## config.mk

```make
export PLATFORM = sky130hd
export DESIGN_NAME = cache_mem_arbiter
export DESIGN_NICKNAME = d
export VERILOG_FILES = /design/src/rtl/cache_mem_arbiter.sv
export SDC_FILE = /design/constraint.sdc
export NUM_CORES = 1
export LEC_CHECK = 0
export CAP_MARGIN = 20
export CORE_MARGIN = 2
export CORE_UTILIZATION = 34
export DETAILED_ROUTE_END_ITERATION = 8
export HOLD_SLACK_MARGIN = 0.08
export PLACE_DENSITY = 0.87
export SKIP_LAST_GASP = 1
export SLEW_MARGIN = 15
export SYNTH_ARGS = -nofsm -noshare
export SYNTH_HDL_FRONTEND = slang
export SYNTH_SLANG_ARGS = --single-unit
```

## constraint.sdc

```tcl
create_clock -name clk -period 1.9 [get_ports clk]
set_input_delay 0.19 -clock clk [delete_from_list [all_inputs] [get_ports clk]]
set_output_delay 0.19 -clock clk [all_outputs]
set_load 0.05 [all_outputs]
```

## src/rtl/cache_mem_arbiter.sv

```systemverilog
// Arbitrates icache burst reads and dcache reads/writes onto one memory port.
// Define CACHE_ARB_ICACHE_PRIO_EN to give icache fixed priority instead of round-robin.
module cache_mem_arbiter #(
   parameter int DATABITS  = 32,
   parameter int ADDRBITS  = 32,
   parameter int BURSTBITS = 16
) (
   input  logic                 clk,
   input  logic                 reset_n,
   input  logic [ADDRBITS-1:0]  ic_addr,
   input  logic                 ic_rdreq,
   output logic [DATABITS-1:0]  ic_out,
   output logic                 ic_out_valid,
   output logic                 ic_done,
   input  logic [ADDRBITS-1:0]  dc_addr,
   input  logic [DATABITS-1:0]  dc_in,
   input  logic                 dc_rdreq,
   input  logic                 dc_wrreq,
   output logic [DATABITS-1:0]  dc_out,
   output logic                 dc_out_valid,
   output logic                 dc_done,
   output logic [ADDRBITS-1:0]  mem_addr,
   output logic [DATABITS-1:0]  mem_in,
   output logic                 mem_rdreq,
   output logic                 mem_wrreq,
   input  logic [DATABITS-1:0]  mem_out,
   input  logic                 mem_out_valid,
   input  logic                 mem_ready,
   input  logic [BURSTBITS-1:0] mem_burstlen,
   output logic                 arb_busy
);

   typedef enum logic [1:0] {IDLE, IC_RD, DC_RD, DC_WR} state_t;

   state_t               state;
   logic [BURSTBITS-1:0] burst_cnt;
   logic                 ic_req;
   logic                 dc_req;
   logic                 grant_ic;

   assign ic_req = ic_rdreq;
   assign dc_req = dc_rdreq | dc_wrreq;

`ifdef CACHE_ARB_ICACHE_PRIO_EN
   assign grant_ic = ic_req;
`else
   // last_dc=1 means dcache held the bus last, so icache wins the next tie
   logic last_dc;
   assign grant_ic = ic_req & (~dc_req | last_dc);

   always_ff @(posedge clk or negedge reset_n) begin
      if (!reset_n)
         last_dc <= 1'b1;
      else if (state == IDLE && mem_ready && (ic_req || dc_req))
         last_dc <= ~grant_ic;
   end
`endif

   always_ff @(posedge clk or negedge reset_n) begin
      if (!reset_n) begin
         state     <= IDLE;
         burst_cnt <= '0;
         mem_addr  <= '0;
         mem_in    <= '0;
         mem_rdreq <= 1'b0;
         mem_wrreq <= 1'b0;
         ic_done   <= 1'b0;
         dc_done   <= 1'b0;
      end else begin
         mem_rdreq <= 1'b0;
         mem_wrreq <= 1'b0;
         ic_done   <= 1'b0;
         dc_done   <= 1'b0;
         case (state)
            IDLE: begin
               if (mem_ready && (ic_req || dc_req)) begin
                  burst_cnt <= (mem_burstlen == '0) ? BURSTBITS'(1) : mem_burstlen;
                  if (grant_ic) begin
                     state     <= IC_RD;
                     mem_addr  <= ic_addr;
                     mem_rdreq <= 1'b1;
                  end else begin
                     mem_addr <= dc_addr;
                     if (dc_wrreq) begin
                        state     <= DC_WR;
                        mem_in    <= dc_in;
                        mem_wrreq <= 1'b1;
                     end else begin
                        state     <= DC_RD;
                        mem_rdreq <= 1'b1;
                     end
                  end
               end
            end
            IC_RD, DC_RD: begin
               if (mem_out_valid) begin
                  burst_cnt <= burst_cnt - BURSTBITS'(1);
                  if (burst_cnt == BURSTBITS'(1)) begin
                     state <= IDLE;
                     if (state == IC_RD)
                        ic_done <= 1'b1;
                     else
                        dc_done <= 1'b1;
                  end
               end
            end
            DC_WR: begin
               // mem_wrreq is high only in the command cycle, so it masks that cycle's ready
               if (!mem_wrreq && mem_ready) begin
                  state   <= IDLE;
                  dc_done <= 1'b1;
               end
            end
            default: state <= IDLE;
         endcase
      end
   end

   assign arb_busy     = (state != IDLE);
   assign ic_out_valid = (state == IC_RD) & mem_out_valid;
   assign dc_out_valid = (state == DC_RD) & mem_out_valid;
   assign ic_out       = (state == IC_RD) ? mem_out : '0;
   assign dc_out       = (state == DC_RD) ? mem_out : '0;

endmodule

```

==> metrics.cfg <==
[status]
outcome=complete, no violations

[yosys]
yosys.area.top_type=dfrtp_1
synth_compound_area_frac=0.116
synth_simple_gate_area_frac=0.212
yosys-top-cells-area=dfrtp_1 (46%), and2_1 (8.8%), mux2_1 (7.7%), mux2i_1 (7.5%), o21ai_0 (3.6%)
yosys_most_used_dff=dfrtp_1
synth_seq_area_share=0.464
yosys_warnings=0
synth_edf_count=0
synthTopCellsByCount=dfrtp_1 (86), and2_1 (66), nand2_1 (43)
synth.area.mux_share=0.151
syn_inst=460
synth_nets=617
synth_top_family_by_area=simple AND/OR/NAND/NOR gates
ys_types=54
yosys.area_share.adder=0.0160
yosysMostFrequentCell=dfrtp_1
ys_async_sr_fraction=1.00
syn_area_per_cell_um2=10.2
ys_ff_latch=87
synth_top_area_share=0.459
synth_xor_area_frac=0
syn_area_um2=4690

[clock_network]
path_clk_slew_ps=70
cts_root_buf=clkbuf_16
htreeDepth=3
clkLatencyLatePin_ps=350
tritoncts=yes
cts_buffer_depth=2
cts_buffers=9
clock_sinks=87

[power]
power_density_nw_per_um2=1760
finalPower_w=0.0157
seqPwrFrac=0.219
ir_drop_mv=1.30
p_sw_frac=0.490
power_frac_comb=0.672
p_leak_nw=3.82
power_switching_w=0.00768
p_int_w=0.00798
p_clk_frac=0.110

[run]
cap_viol_max_count=0

[cells_and_area]
nets=911
area_delta_synth_final_pct=90.1
finalInstanceArea_um2=8920
layout-drive-gt1-share=0.182
fin_cells=936

[route]
wl_um=15400
ant_nets=0
avgRoutedWirePerCell_um=16.5
vias=4512
via_per_inst=4.82
first_pass_iters=4
drc_errors=0
drtIter0Drc=140

[sta]
report.final.slew_viol_count=0
holdWs_ps=325
fin_crit_sh=0.951
setup_violations=0
fin_crit_ps=1810
worstMarginPinSlew_ps=564
hold_violations=0
max_freq_ghz=0.554
slew_headroom=0.623
rsz0062_at_grt=yes
clock-skew-final_ps=6.96

[setup_path]
worstSetupEndpointType=primary output
crit_path_max_fanout=16
worstSetupPathType=flip-flop to primary output
worstPathArrival_ps=1620
start_kind=flip-flop
required_ps=1710

[global_route]
grt_first_pass_wirelength_um=23600
grt_max_degree=44
overflow=0
antenna_found_initial=1
grt_pass1_vias=4464
grt_use_total=0.209

[floorplanning]
die_y_um=121
std_cell_rows=42
die-area_um2=14800
ios=286
die_w_um=121
initial_core_util=0.352
core_area_um2=13300

[placement]
place_inst=917
io_buffers=285
place_area_um2=8560
gp_congestion=0.890
hpwl_um=12500

[min_path]
min_path_type=input pin to async pin

path summary, 6_finish.rpt:
kind / startpoint / to / slack (ps) / cells past startpoint
max: state[0]$_DFFE_PN0P_ / dc_out[20] / 90 / 5
min: reset_n / mem_in[4]$_DFFE_PN0P_ / 320 / 2
max reg2reg: state[1]$_DFFE_PN0P_ / burst_cnt[14]$_DFFE_PN0P_ / 110 / 6
min reg2reg: mem_addr[9]$_DFFE_PN0P_ / mem_addr[9]$_DFFE_PN0P_ / 480 / 2
max in group asynchronous: reset_n / mem_addr[13]$_DFFE_PN0P_ / 890 / 3
min in group clk: dc_in[8] / mem_in[8]$_DFFE_PN0P_ / 420 / 2
registers in the layout, indices dropped and copies added (netlist names), 2 cells and up:
| register | cells |
|---|---|
| state | 2 |
| mem_in | 32 |
| burst_cnt | 16 |
| mem_addr | 32 |
area by class of cell:
class / instances / area, µm²
multi-input cells: 331 / 2380
inverters: 11 / 41.3
clock buffers: 9 / 225
clock inverters: 7 / 61.3
diodes: 1 / 2.50
repair buffers: 314 / 3810
fillers: 991 / 4430
flip-flops and latches: 87 / 2180
well taps: 176 / 220
routing by layer:
metal | vias to the layer above | share of wire | GRT usage
met4 | 0 | 0.020 | 0.0797
met3 | 20 | 0.10 | 0.0700
li1 | 2212 | - | -
met1 | 2048 | 0.36 | 0.225
met5 | - | 0 | 0
met2 | 232 | 0.52 | 0.378
timing repair:
item                                    in CTS  in global routing
resized for setup                            2                 10
gates cloned                                 0                  0
hold buffers                                 1                  0
buffers inserted                             0                  1
hold endpoints to repair                    31                  0
endpoints found under the setup margin       6                113
cell usage in the layout, fill, tap and decap left out, types with 7 or more instances in the layout:
cell	n
a21oi_1	11
o22ai_1	7
inv_1	9
nand2_1	43
mux2i_1	34
clkdlybuf4s50_1	217
buf_4	22
o21ai_1	8
nor4_1	7
and2_1	65
buf_12	72
clkbuf_16	9
nor3_1	12
mux2_1	32
dfrtp_1	86
o21ai_0	34
nor2_1	9
cell families after synthesis:
kind of cell,Yosys count
adders and majority gates,6
AOI/OAI and AO/OA,86
muxes,67
DFF,87
and+or+nand+nor,172
buffers and inverters,42
worst max-delay path, stage by stage, from the launching register on:
cell,delay [ps]
dfrtp_1,390
inv_2,110
ha_1,220
buf_4,210
and2_1,200
buf_12,150
power by group through the flow:
| stage | clock [W] | sequential (W) | combinational (W) |
|---|---|---|---|
| finish | 0.00172 | 0.00342 | 0.0105 |
| global route | 0.00183 | 0.00355 | 0.0110 |
| CTS | 0.00176 | 0.00342 | 0.0104 |
| detailed placement | 0 | 0.00345 | 0.0103 |
| global placement | 0 | 0.00339 | 0.0102 |
| floorplan | 0 | 0.00567 | 0.00381 |
through the flow:
| step | util | setup WS (ps) | setup TNS (ps) |
|---|---|---|---|
| 2_1_floorplan | - | 89.1 | 0 |
| 3_3_place_gp | 0.641 | 37.7 | 0 |
| 4_1_cts | 0.664 | -21.8 | -27.6 |
| 3_5_place_dp | 0.641 | -30.8 | -36.3 |
| 5_1_grt | 0.668 | -9.54 | -16.4 |
| 6_report | 0.668 | 93.4 | 0 |
Power figures use the tool's default switching activity.
